## src/rtl/simon_core_n.sv

```systemverilog
// Parametrised Simon-game engine: LFSR-regenerated sequence playback, player
// input checking with timeout, and win/lose indication.
module simon_core_n #(
  parameter int unsigned NUM_CH         = 4,
  parameter int unsigned MAX_LEN        = 16,
  parameter int unsigned SHOW_CYCLES    = 4,
  parameter int unsigned GAP_CYCLES     = 2,
  parameter int unsigned TIMEOUT_CYCLES = 50
) (
  input  logic              clk,
  input  logic              rst_n,
  input  logic              ena,
  input  logic              start,
  input  logic [NUM_CH-1:0] butt,
  output logic [NUM_CH-1:0] lamp,
  output logic [7:0]        level,
  output logic              win,
  output logic              lose,
  output logic              input_ready
);

  localparam int unsigned TMAX0 = (SHOW_CYCLES > GAP_CYCLES) ? SHOW_CYCLES : GAP_CYCLES;
  localparam int unsigned TMAX  = (TIMEOUT_CYCLES > TMAX0) ? TIMEOUT_CYCLES : TMAX0;
  localparam int unsigned TW    = $clog2(TMAX + 1);

  typedef enum logic [2:0] {
    S_IDLE, S_PAUSE, S_SHOW_ON, S_SHOW_OFF, S_INPUT, S_WIN, S_LOSE
  } state_t;

  state_t            state;
  logic [15:0]       seed_cnt;
  logic [15:0]       seed;
  logic [15:0]       lfsr;
  logic [7:0]        len;
  logic [7:0]        idx;
  logic [TW-1:0]     timer;
  logic              start_q;
  logic [NUM_CH-1:0] butt_q;

  logic              start_rise;
  logic [NUM_CH-1:0] rise;
  logic [NUM_CH-1:0] exp_oh;
  logic [15:0]       lfsr_next;
  logic              last;
  logic              can_start;

  function automatic logic [15:0] lfsr_step(input logic [15:0] l);
    return l[0] ? ((l >> 1) ^ 16'hB400) : (l >> 1);
  endfunction

  // Scaling the low byte by NUM_CH maps it evenly onto 0..NUM_CH-1.
  function automatic logic [NUM_CH-1:0] sym_onehot(input logic [15:0] l);
    logic [15:0] p;
    p = {8'd0, l[7:0]} * 16'(NUM_CH);
    return NUM_CH'(1) << (p >> 8);
  endfunction

  always_comb begin
    start_rise = start & ~start_q;
    rise       = butt & ~butt_q;
    exp_oh     = sym_onehot(lfsr);
    lfsr_next  = lfsr_step(lfsr);
    last       = (idx == len - 8'd1);
    can_start  = (state == S_IDLE) || (state == S_WIN) || (state == S_LOSE);
  end

  assign level = len;

  always_ff @(posedge clk or negedge rst_n) begin
    if (!rst_n) begin
      state       <= S_IDLE;
      seed_cnt    <= '0;
      seed        <= '0;
      lfsr        <= '0;
      len         <= '0;
      idx         <= '0;
      timer       <= '0;
      start_q     <= 1'b0;
      butt_q      <= '0;
      lamp        <= '0;
      win         <= 1'b0;
      lose        <= 1'b0;
      input_ready <= 1'b0;
    end else if (ena) begin
      seed_cnt <= seed_cnt + 16'd1;
      start_q  <= start;
      butt_q   <= butt;
      if (start_rise && can_start) begin
        seed        <= seed_cnt | 16'd1;
        len         <= 8'd1;
        idx         <= '0;
        timer       <= '0;
        lamp        <= '0;
        win         <= 1'b0;
        lose        <= 1'b0;
        input_ready <= 1'b0;
        state       <= S_PAUSE;
      end else begin
        case (state)
          S_PAUSE: begin
            if (timer == TW'(GAP_CYCLES - 1)) begin
              timer <= '0;
              lfsr  <= seed;
              idx   <= '0;
              lamp  <= sym_onehot(seed);
              state <= S_SHOW_ON;
            end else begin
              timer <= timer + 1'b1;
            end
          end
          S_SHOW_ON: begin
            if (timer == TW'(SHOW_CYCLES - 1)) begin
              timer <= '0;
              lamp  <= '0;
              state <= S_SHOW_OFF;
            end else begin
              timer <= timer + 1'b1;
            end
          end
          S_SHOW_OFF: begin
            if (timer == TW'(GAP_CYCLES - 1)) begin
              timer <= '0;
              if (last) begin
                lfsr        <= seed;
                idx         <= '0;
                input_ready <= 1'b1;
                state       <= S_INPUT;
              end else begin
                lfsr  <= lfsr_next;
                idx   <= idx + 8'd1;
                lamp  <= sym_onehot(lfsr_next);
                state <= S_SHOW_ON;
              end
            end else begin
              timer <= timer + 1'b1;
            end
          end
          S_INPUT: begin
            lamp <= butt;
            // A correct press must be the only bit high, not merely the only bit rising.
            if (|rise && rise == exp_oh && butt == exp_oh) begin
              lfsr  <= lfsr_next;
              timer <= '0;
              if (!last) begin
                idx <= idx + 8'd1;
              end else if (len == 8'(MAX_LEN)) begin
                win         <= 1'b1;
                lamp        <= '1;
                input_ready <= 1'b0;
                state       <= S_WIN;
              end else begin
                len         <= len + 8'd1;
                lamp        <= '0;
                input_ready <= 1'b0;
                state       <= S_PAUSE;
              end
            end else if (|rise || timer == TW'(TIMEOUT_CYCLES - 1)) begin
              lose        <= 1'b1;
              lamp        <= exp_oh;
              input_ready <= 1'b0;
              state       <= S_LOSE;
            end else begin
              timer <= timer + 1'b1;
            end
          end
          S_WIN: begin
            if (timer == TW'(SHOW_CYCLES - 1)) begin
              timer <= '0;
              lamp  <= ~lamp;
            end else begin
              timer <= timer + 1'b1;
            end
          end
          default: ;
        endcase
      end
    end
  end

endmodule

```

## config.mk

```make
export PLATFORM = sky130hd
export DESIGN_NAME = simon_core_n
export DESIGN_NICKNAME = d
export VERILOG_FILES = /design/src/rtl/simon_core_n.sv
export SDC_FILE = /design/constraint.sdc
export NUM_CORES = 1
export LEC_CHECK = 0
export BUFFER_PORTS_ARGS = -buffer_cell sky130_fd_sc_hd__buf_2
export CAP_MARGIN = 20
export CORE_MARGIN = 1.5
export CORE_UTILIZATION = 36
export DETAILED_ROUTE_END_ITERATION = 12
export HOLD_SLACK_MARGIN = 0.06
export PLACE_DENSITY_LB_ADDON = 0.25
export SLEW_MARGIN = 20
export SYNTH_ARGS = -nofsm -noshare
export SYNTH_HDL_FRONTEND = slang
export SYNTH_SLANG_ARGS = --single-unit
```

## constraint.sdc

```tcl
create_clock -name clk -period 2.8 [get_ports clk]
set_clock_uncertainty 0.15 [all_clocks]
set_input_delay 0.28 -clock clk [delete_from_list [all_inputs] [get_ports clk]]
set_output_delay 0.28 -clock clk [all_outputs]
set_load 0.1 [all_outputs]
```

Word-level counts from Yosys, hierarchy flattened
Cells that the tools add are included.
Storage, ports and cells
  register bits: 85
Operators by class
  multiplexer cells: 61
  bitwise logic cells: 7
  add/subtract/negate cells: 5
  reductions and logical operators: 31
  equal/unequal tests: 29
  shift-type cells: 3
Operator list (number)
  $mux 8: 11
  $mux 16: 5
  $pmux 16 s3: 1
  $mux 4: 10
  $mux 6: 5
  $mux 3: 9
  $pmux 8 s3: 1
  $ne 3x3->1 const B: 7
  $pmux 4 s5: 1
  $pmux 6 s3: 1
  $reduce_and 6->1: 3
  $add 16x1->16 const B: 1
  $add 8x1->8 const B: 2
  $mux 1: 15
  $reduce_and 7->1: 2
  $ne 4x4->1 const B: 3
  $pmux 3 s4: 1
  $shl 1x2->4 const A: 3
  $ne 2x2->1 const B: 5
  $reduce_and 5->1: 2
  $reduce_bool 2->1: 5
  $eq 3x3->1 const B: 3
  $eq 4x4->1: 2
  $eq 8x5->1 const B: 1
  27 further kinds: 37

Longest topological paths before layout
Gate-level depths: netlist (run 1).
  depth after elaboration: 8
  gate-level depth with buffers: 10
  depth with buffers taken out: 9

Least setup slack after synthesis (run 1)
No wires, ideal clock.
  kind: register to register
  start: register len[0] (netlist: level[0])
  end: register idx[2]
  data arrival time: 3.283 ns
  required time: 2.529 ns
  path buffers: 1
  path slack: -0.754 ns
  period minus slack after synthesis: 3.554 ns
  setup time: 0.121 ns
  stages on the path, launching flop included: 11
  path through: dfrtp_1 inv_1 ha_1 nor3b_4 xor2_1 nor3_1 o31ai_4 o31a_1 buf_6 a221o_1 a22o_1
On the way
  word-level cells in the longest chain between the ends: 6
  elaborated cells between the ends (all ways): 8
  classes of those cells: add/sub: 1; eq/ne: 2; mux: 4; reduce/logical: 1
RTL lines
  start: declaration: line 34  | logic [7:0] len;
  start signal: assignment: line 152  | len <= len + 8'd1;
  $sub 8x1->8 *: line 63  | last = (idx == len - 8'd1);
  $eq 8x8->1 *: line 63
  $mux 8: line 123  | if (last) begin
  $mux 8: line 121  | if (timer == TW'(GAP_CYCLES - 1)) begin
  $pmux 8 s3: line 99  | case (state)
  $mux 8: line 88  | if (start_rise && can_start) begin
  end signal: assignment: line 130  | idx <= idx + 8'd1;
  end signal: assignment: line 145  | idx <= idx + 8'd1;
  end: declaration: line 35  | logic [7:0] idx;
Every way passes the cells marked *; elsewhere a longest branch is shown, timed or not. The select of a mux whose other input is x is not followed.
A chain may end at the register's enable or synchronous reset.

Worst setup path in the final report (run 1)
  start: register len[0] (netlist: level[0])
  end: register state[1]
On the way
  word-level cells in the longest chain between the ends: 6
  elaborated cells between the ends (all ways): 8
  classes of those cells: add/sub: 1; eq/ne: 2; mux: 4; reduce/logical: 1
RTL lines
  $sub 8x1->8 *: line 63
  $eq 8x8->1 *: line 63
  $mux 3: line 123
  $mux 3: line 121
  $pmux 3 s4: line 99
  $mux 3: line 88
  end signal: assignment: line 97  | state <= S_PAUSE;
  end signal: assignment: line 106  | state <= S_SHOW_ON;
  end signal: assignment: line 127  | state <= S_INPUT;
  end: declaration: line 30  | state_t state;
Marks and branches as above.

==> impl_metrics.ini, run 1 <==
[global_routing]
grt-ovfl-total = 0
grt_first_pass_wirelength_um = 21000
grt_max_degree = 44
antenna_found_initial = 0
grt_pass1_vias = 4180
track_usage_pct = 18.03

[placed_design]
port-buffer-count = 22
place_congestion = 0.8677
dp_slack_ps = -111.7
hpwl_um = 8860

[critical_path]
cp_max_fo = 5
crit_arrival_ps = 3030
start_kind = register
criticalPathCategory = reg -> reg
r2r-start = level[0]
r2r_slack_ps = -140
crit_start = level[0]
crit_slowest_cell = dfrtp_4
r2r_end = state[1]
slowest_delay_ps = 500
endpoint_kind = register
crit_path_end = state[1]
rr_worst_depth = 11
cp.required_ps = 2890
worstPathCellList = inv_4, ha_4, nor3b_4, mux2i_2, nor3b_4, o31ai_4, buf_4, o211a_1, buf_6, a211o_1, mux2_4
cpMostUsedCell = nor3b_4

[hold_path]
hold_path_class = in -> reg

[timing]
setup_viol = 29
final.setup.worst_slack_ps = -136.3
relSlewSlack_pct = 55.53
finalCritPeriodShare_pct = 104.9
fmaxAchievable_mhz = 340.6
tightest_slew_ps = 658.4
layout_min_cycle_time_ps = 2936
finalHoldViolCount = 0
finalMaxSlewViolations = 0
rsz0062_at_grt = yes

[synth]
syn_avg_cell_area_um2 = 9.848
synth-main-ff-cell = dfrtp_1
synth.distinct_cells = 80
netlist_instances = 519
synth_edf_count = 0
yosys-top-cells-area = dfrtp_1 (42%), mux2_2 (4.8%), mux2i_1 (4.3%), nand2_1 (4.0%), xnor2_1 (2.9%)
ys_warn_count = 0
syn_nets = 533
yosysSeqAreaShare_pct = 41.62
synth_area_leader_cell = dfrtp_1
synth.top_cell.area_share_pct = 41.62
synth.cell_area_um2 = 5111
synthArstFlopShare_pct = 100.0
ys_ff_latch = 85

[floorplanning]
io_pins = 23
die_h_um = 122.2
rows = 43
coreArea_um2 = 13880
die_w_um = 122.2
die-area_um2 = 14920
initial_core_util_pct = 36.82

[power_and_ir_drop]
clock_power_share_pct = 22.2
combPwrFrac_pct = 47.2
p_leak_nw = 2.812
seqPwrFrac_pct = 30.5
ir_worst_vdd_mv = 0.5086
netSwitchingPower_mw = 2.312
internal_power_mw = 3.442
power_density_nw_per_um2 = 901.3
sw_frac_of_total_pct = 40.18

[finish]
diodes = 0
nets = 602
drive_gt1_share_pct = 29.17
postLayoutCoreUtil_pct = 46.00
syn2layout_area_growth_pct = 24.92
n_fill_cell = 1333

[flow_run]
maxCapViolCount = 0

[status]
outcome = finished, violations left
violations = negative setup slack

[drt]
antenna_left = 0
drcViolationCount = 0
via_per_inst = 5.449
drt_iter0_drc = 214
via_count = 4212
wire_per_inst_um = 16.54
firstDrtPassIters = 4
wirelength_um = 12780

[clock_network]
clk_path_buf_depth = 2
cts_num_sinks = 85
cts_inserted_buffers = 9
cts_tree = built
cts-root-buf = clkbuf_16
clock_latency_ps = 360
clk_pin_slew_worst_paths_ps = 70
htree_num_levels = 3
-- power groups by stage --
stage	logic [mW]	registers, mW	clock network, mW
2_1_floorplan	1.43	1.95	0
6_report	2.72	1.76	1.28
4_1_cts	2.31	1.75	1.32
5_1_grt	2.92	1.80	1.36
3_5_place_dp	2.25	1.77	0
3_3_place_gp	2.23	1.76	0
-- kinds of logic after synthesis --
family	synth area share (%)
adder cells (fa/ha/maj)	1.469
AND/OR/NAND/NOR	20.32
flip-flops	41.62
multiplexers	9.376
buffers and inverters	3.892
AO/OA/AOI/OAI	18.53
XOR/XNOR	4.798
-- cells in the final DEF, fill, tap and decap left out, drive strengths merged, types with 5 or more instances in the layout --
cell / Yosys / routed
nand3: 26 / 26
mux2: 23 / 23
dfrtp: 85 / 85
nor3: 14 / 14
o21ai: 34 / 34
nand4: 7 / 7
o211ai: 6 / 6
or4: 7 / 7
mux2i: 22 / 22
o31ai: 7 / 7
xor2: 11 / 11
a21oi: 8 / 8
buf: 11 / 78
a221o: 5 / 5
xnor2: 17 / 17
clkbuf: 12 / 12
o21a: 7 / 7
a22o: 6 / 6
inv: 18 / 21
nor2: 33 / 33
nor4: 6 / 6
and3: 6 / 6
nor2b: 6 / 6
nand2: 55 / 55
nand2b: 9 / 9
ha: 6 / 6
-- per-stage QoR --
| step | total power, mW | instances | hold slack (ps) | TNS [ps] | area (um^2) |
|---|---|---|---|---|---|
| after detailed placement | 4.018 | 737 | 172.1 | -668.6 | 5707 |
| after global routing | 6.079 | 773 | 84.64 | -4724 | 6385 |
| after global placement | 3.989 | 737 | 166.8 | -109.1 | 5707 |
| final | 5.754 | 773 | 93.14 | -1254 | 6385 |
| after floorplan | 3.380 | 519 | -165.6 | -184.2 | 5187 |
| after CTS | 5.376 | 759 | 79.85 | -769.4 | 6083 |
-- sequential cells by signal (all words and copies together), names as in the netlist, 3 cells and up --
register  flops
butt_q        4
idx           8
lamp          4
level         8
lfsr         16
seed         16
seed_cnt     16
state         3
timer         6
-- what timing repair did --
item / in CTS / in global routing
resized for setup: 8 / 39
buffers inserted: 3 / 14
setup endpoints to repair: 20 / 40
gates cloned: 1 / 1
hold buffers: 2 / 0
pin swaps: 12 / 28
hold endpoints to repair: 42 / 0
-- cell type report --
type / count / area (um^2) / area share, %
multi-input combinational: 390 / 2970 / 46.52
tap: 180 / 225.2 / 3.527
timing repair buffer: 81 / 639.4 / 10.01
sequential: 85 / 2152 / 33.71
clock inverter: 5 / 63.81 / 0.9994
clock buffer: 11 / 252.7 / 3.958
inverter: 21 / 81.33 / 1.274
-- layer usage --
| layer | vias up | global-route usage [%] | share of wire (%) |
|---|---|---|---|
| li1 | 2039 | - | - |
| met1 | 2104 | 23.55 | 48 |
| met2 | 59 | 29.74 | 48 |
| met3 | 10 | 4.448 | 3.2 |
| met4 | 0 | 5.087 | 1.0 |
| met5 | - | 0 | 0 |
-- cell usage after synthesis, types with 8 or more instances --
library cell	number
nand3_1	26
dfrtp_1	85
nand2_1	55
o21ai_0	23
o21ai_1	11
nor3_1	12
a21oi_1	8
xor2_1	11
inv_1	18
xnor2_1	17
nor2_1	32
nand2b_1	9
mux2_2	22
mux2i_1	22
clkbuf_1	12
-- how the worst min path moves through the flow --
stage	start	to	slack, ps	depth (start not counted)
floorplan	rst_n	butt_q[0]	-170	0
global placement	rst_n	seed[5]	170	1
detailed placement	rst_n	seed[5]	170	1
CTS	butt[1]	butt_q[1]	80	2
global route	butt[1]	butt_q[1]	80	2
finish	butt[1]	butt_q[1]	90	2
-- worst max-delay path: cells and delay by family (launching register included) --
kind	cells	cell delay [ps]
flip-flops	1	500
multiplexers	2	610
adder cells (fa/ha/maj)	1	120
AO/OA/AOI/OAI	3	740
buffers and inverters	3	360
AND/OR/NAND/NOR	2	330
(Power assumes the default switching activity.)
==> run 2: changes to the inputs <==
CELL_PAD_IN_SITES_DETAIL_PLACEMENT = 1   (was not set)
CELL_PAD_IN_SITES_GLOBAL_PLACEMENT = 2   (was not set)
==> run 2 against run 1 <==
Net effect: utilization grew 0.35 points; register-to-register slack is essentially flat; non-clock buffer count grew 4; sequential cell count is the same; first-iteration DRC count grew 23%; sequential power is essentially flat; sequential share of layout area shrank 0.22 points; via count grew 2.4%; fmax is essentially flat; the run still ends with negative setup slack left.
==> impl_metrics.ini, run 2 (synthesized netlist as in run 1, its figures left out) <==
[clock_network]
cts-root-buf = clkbuf_16
cts_tree = built
cts_inserted_buffers = 9
htree_num_levels = 3
clk_pin_slew_worst_paths_ps = 70
clk_path_buf_depth = 2
cts_num_sinks = 85
clock_latency_ps = 350

[finish]
final_cell_mix = dfrtp_1 (75), nand2_1 (55), buf_4 (47)
nets = 606
layout.cells.non_filler = 777
drive_gt1_share_pct = 30.49
postLayoutCoreUtil_pct = 46.35
top_regs = lfsr (16), seed (16), seed_cnt (16)
syn2layout_area_growth_pct = 25.88
layout_commonest_cell = dfrtp_1
diodes = 0

[drt]
via_per_inst = 5.551
wirelength_um = 14780
wire_per_inst_um = 19.02
antenna_left = 0
drcViolationCount = 0
drt_iter0_drc = 263
via_count = 4313
firstDrtPassIters = 4

[placed_design]
port-buffer-count = 22
place_inst = 741
place_congestion = 0.8285
hpwl_um = 10200

[status]
outcome = finished, violations left
violations = negative setup slack

[floorplanning]
io_pins = 23
die_w_um = 122.2
die-area_um2 = 14920
coreArea_um2 = 13880
rows = 43
die_h_um = 122.2
initial_core_util_pct = 36.82

[critical_path]
criticalPathCategory = reg -> reg
endpoint_kind = register
start_kind = register
cp_max_fo = 4
crit_arrival_ps = 3030
cp.required_ps = 2890

[timing]
setup_viol = 20
final.setup.worst_slack_ps = -138.8
relSlewSlack_pct = 53.89
tightest_slew_ps = 684.4
fmaxAchievable_mhz = 340.3
finalHoldViolCount = 0
layout_min_cycle_time_ps = 2939
finalCritPeriodShare_pct = 105.0
rsz0062_at_grt = yes
finalMaxSlewViolations = 0

[flow_run]
maxCapViolCount = 0

[global_routing]
grt_first_pass_wirelength_um = 24070
grt-ovfl-total = 0
grt_pass1_vias = 4555
track_usage_pct = 20.95
antenna_found_initial = 0
grt_max_degree = 68

[power_and_ir_drop]
ir_worst_vdd_mv = 0.7118
p_leak_nw = 2.819
power_density_nw_per_um2 = 901.5

[hold_path]
hold_path_class = in -> reg
## run 2: changes by cell type in the layout (fill, tap and decap cells not counted), sizes merged
cell         delta
dlygate4sd3     -1
inv             -2
buf             +6
bufinv          -1
clkinv          +2
## run 2: metal layers
layer | part of all wire (%) | wire length (um) | GRT usage [%] | vias to the layer above
met2 | 49 | 7169 | 34.66 | 42
li1 | - | - | - | 2045
met4 | 1.9 | 280 | 7.485 | 0
met3 | 1.7 | 254 | 2.247 | 17
met1 | 48 | 7070 | 28.48 | 2209
met5 | 0 | 0 | 0 | -
## run 2: per-stage QoR
step                hold slack (ps)  power [mW]  instance area [um^2]  setup slack [ps]  TNS (ps)
floorplan                    -165.6       3.380                  5187            -87.36    -184.2
global placement              39.63       4.087                  5774            -114.0    -130.7
detailed placement            42.52       4.145                  5774            -174.2    -613.2
CTS                           60.34       5.423                  6170            -52.81    -441.9
global route                  84.10       6.128                  6434            -212.4     -4260
finish                        68.52       5.800                  6434            -138.8    -882.2
## run 2: power by group
group	leakage, nW	internal [mW]	switching (mW)
Clock	0.139	0.654	0.527
Combinational	1.59	1.28	1.58
Sequential	1.09	1.48	0.283
Total	2.82	3.41	2.39
## run 2: what timing repair did
item / 4_1_cts / 5_1_grt
setup buffers: 9 / 10
resized for setup: 10 / 38
hold endpoints to repair: 22 / 0
pin swaps: 9 / 10
hold buffers: 1 / 0
cloned: 0 / 0
endpoints found under the setup margin: 20 / 30
## run 2: final cells by class
cell class / count / area (um^2)
well taps: 180 / 225.2
inverters: 21 / 81.33
repair buffers: 85 / 700.7
clock inverters: 4 / 30.03
flip-flops and latches: 85 / 2155
fillers: 1539 / 7447
clock buffers: 12 / 256.5
multi-input cells: 390 / 2985
## run 2: worst paths after layout
check	cells after the start	slack, ps	startpoint	to
max	9	-140	level[1]	state[1]
min in group asynchronous	2	200	rst_n	timer[3]
min reg2reg	1	330	seed[0]	seed[0]
max in group asynchronous	3	1630	rst_n	lfsr[13]
max reg2reg	9	-140	level[1]	state[1]
min	2	70	start	start_q
## run 2: worst max-delay path: stages, from the launching register on
cell      delay, ps
dfrtp_4         510
nor3_4          210
buf_4           150
a21boi_1        110
o41ai_4         290
buf_4           190
o21ai_0         240
o211a_4         350
a211o_1         310
mux2_4          300
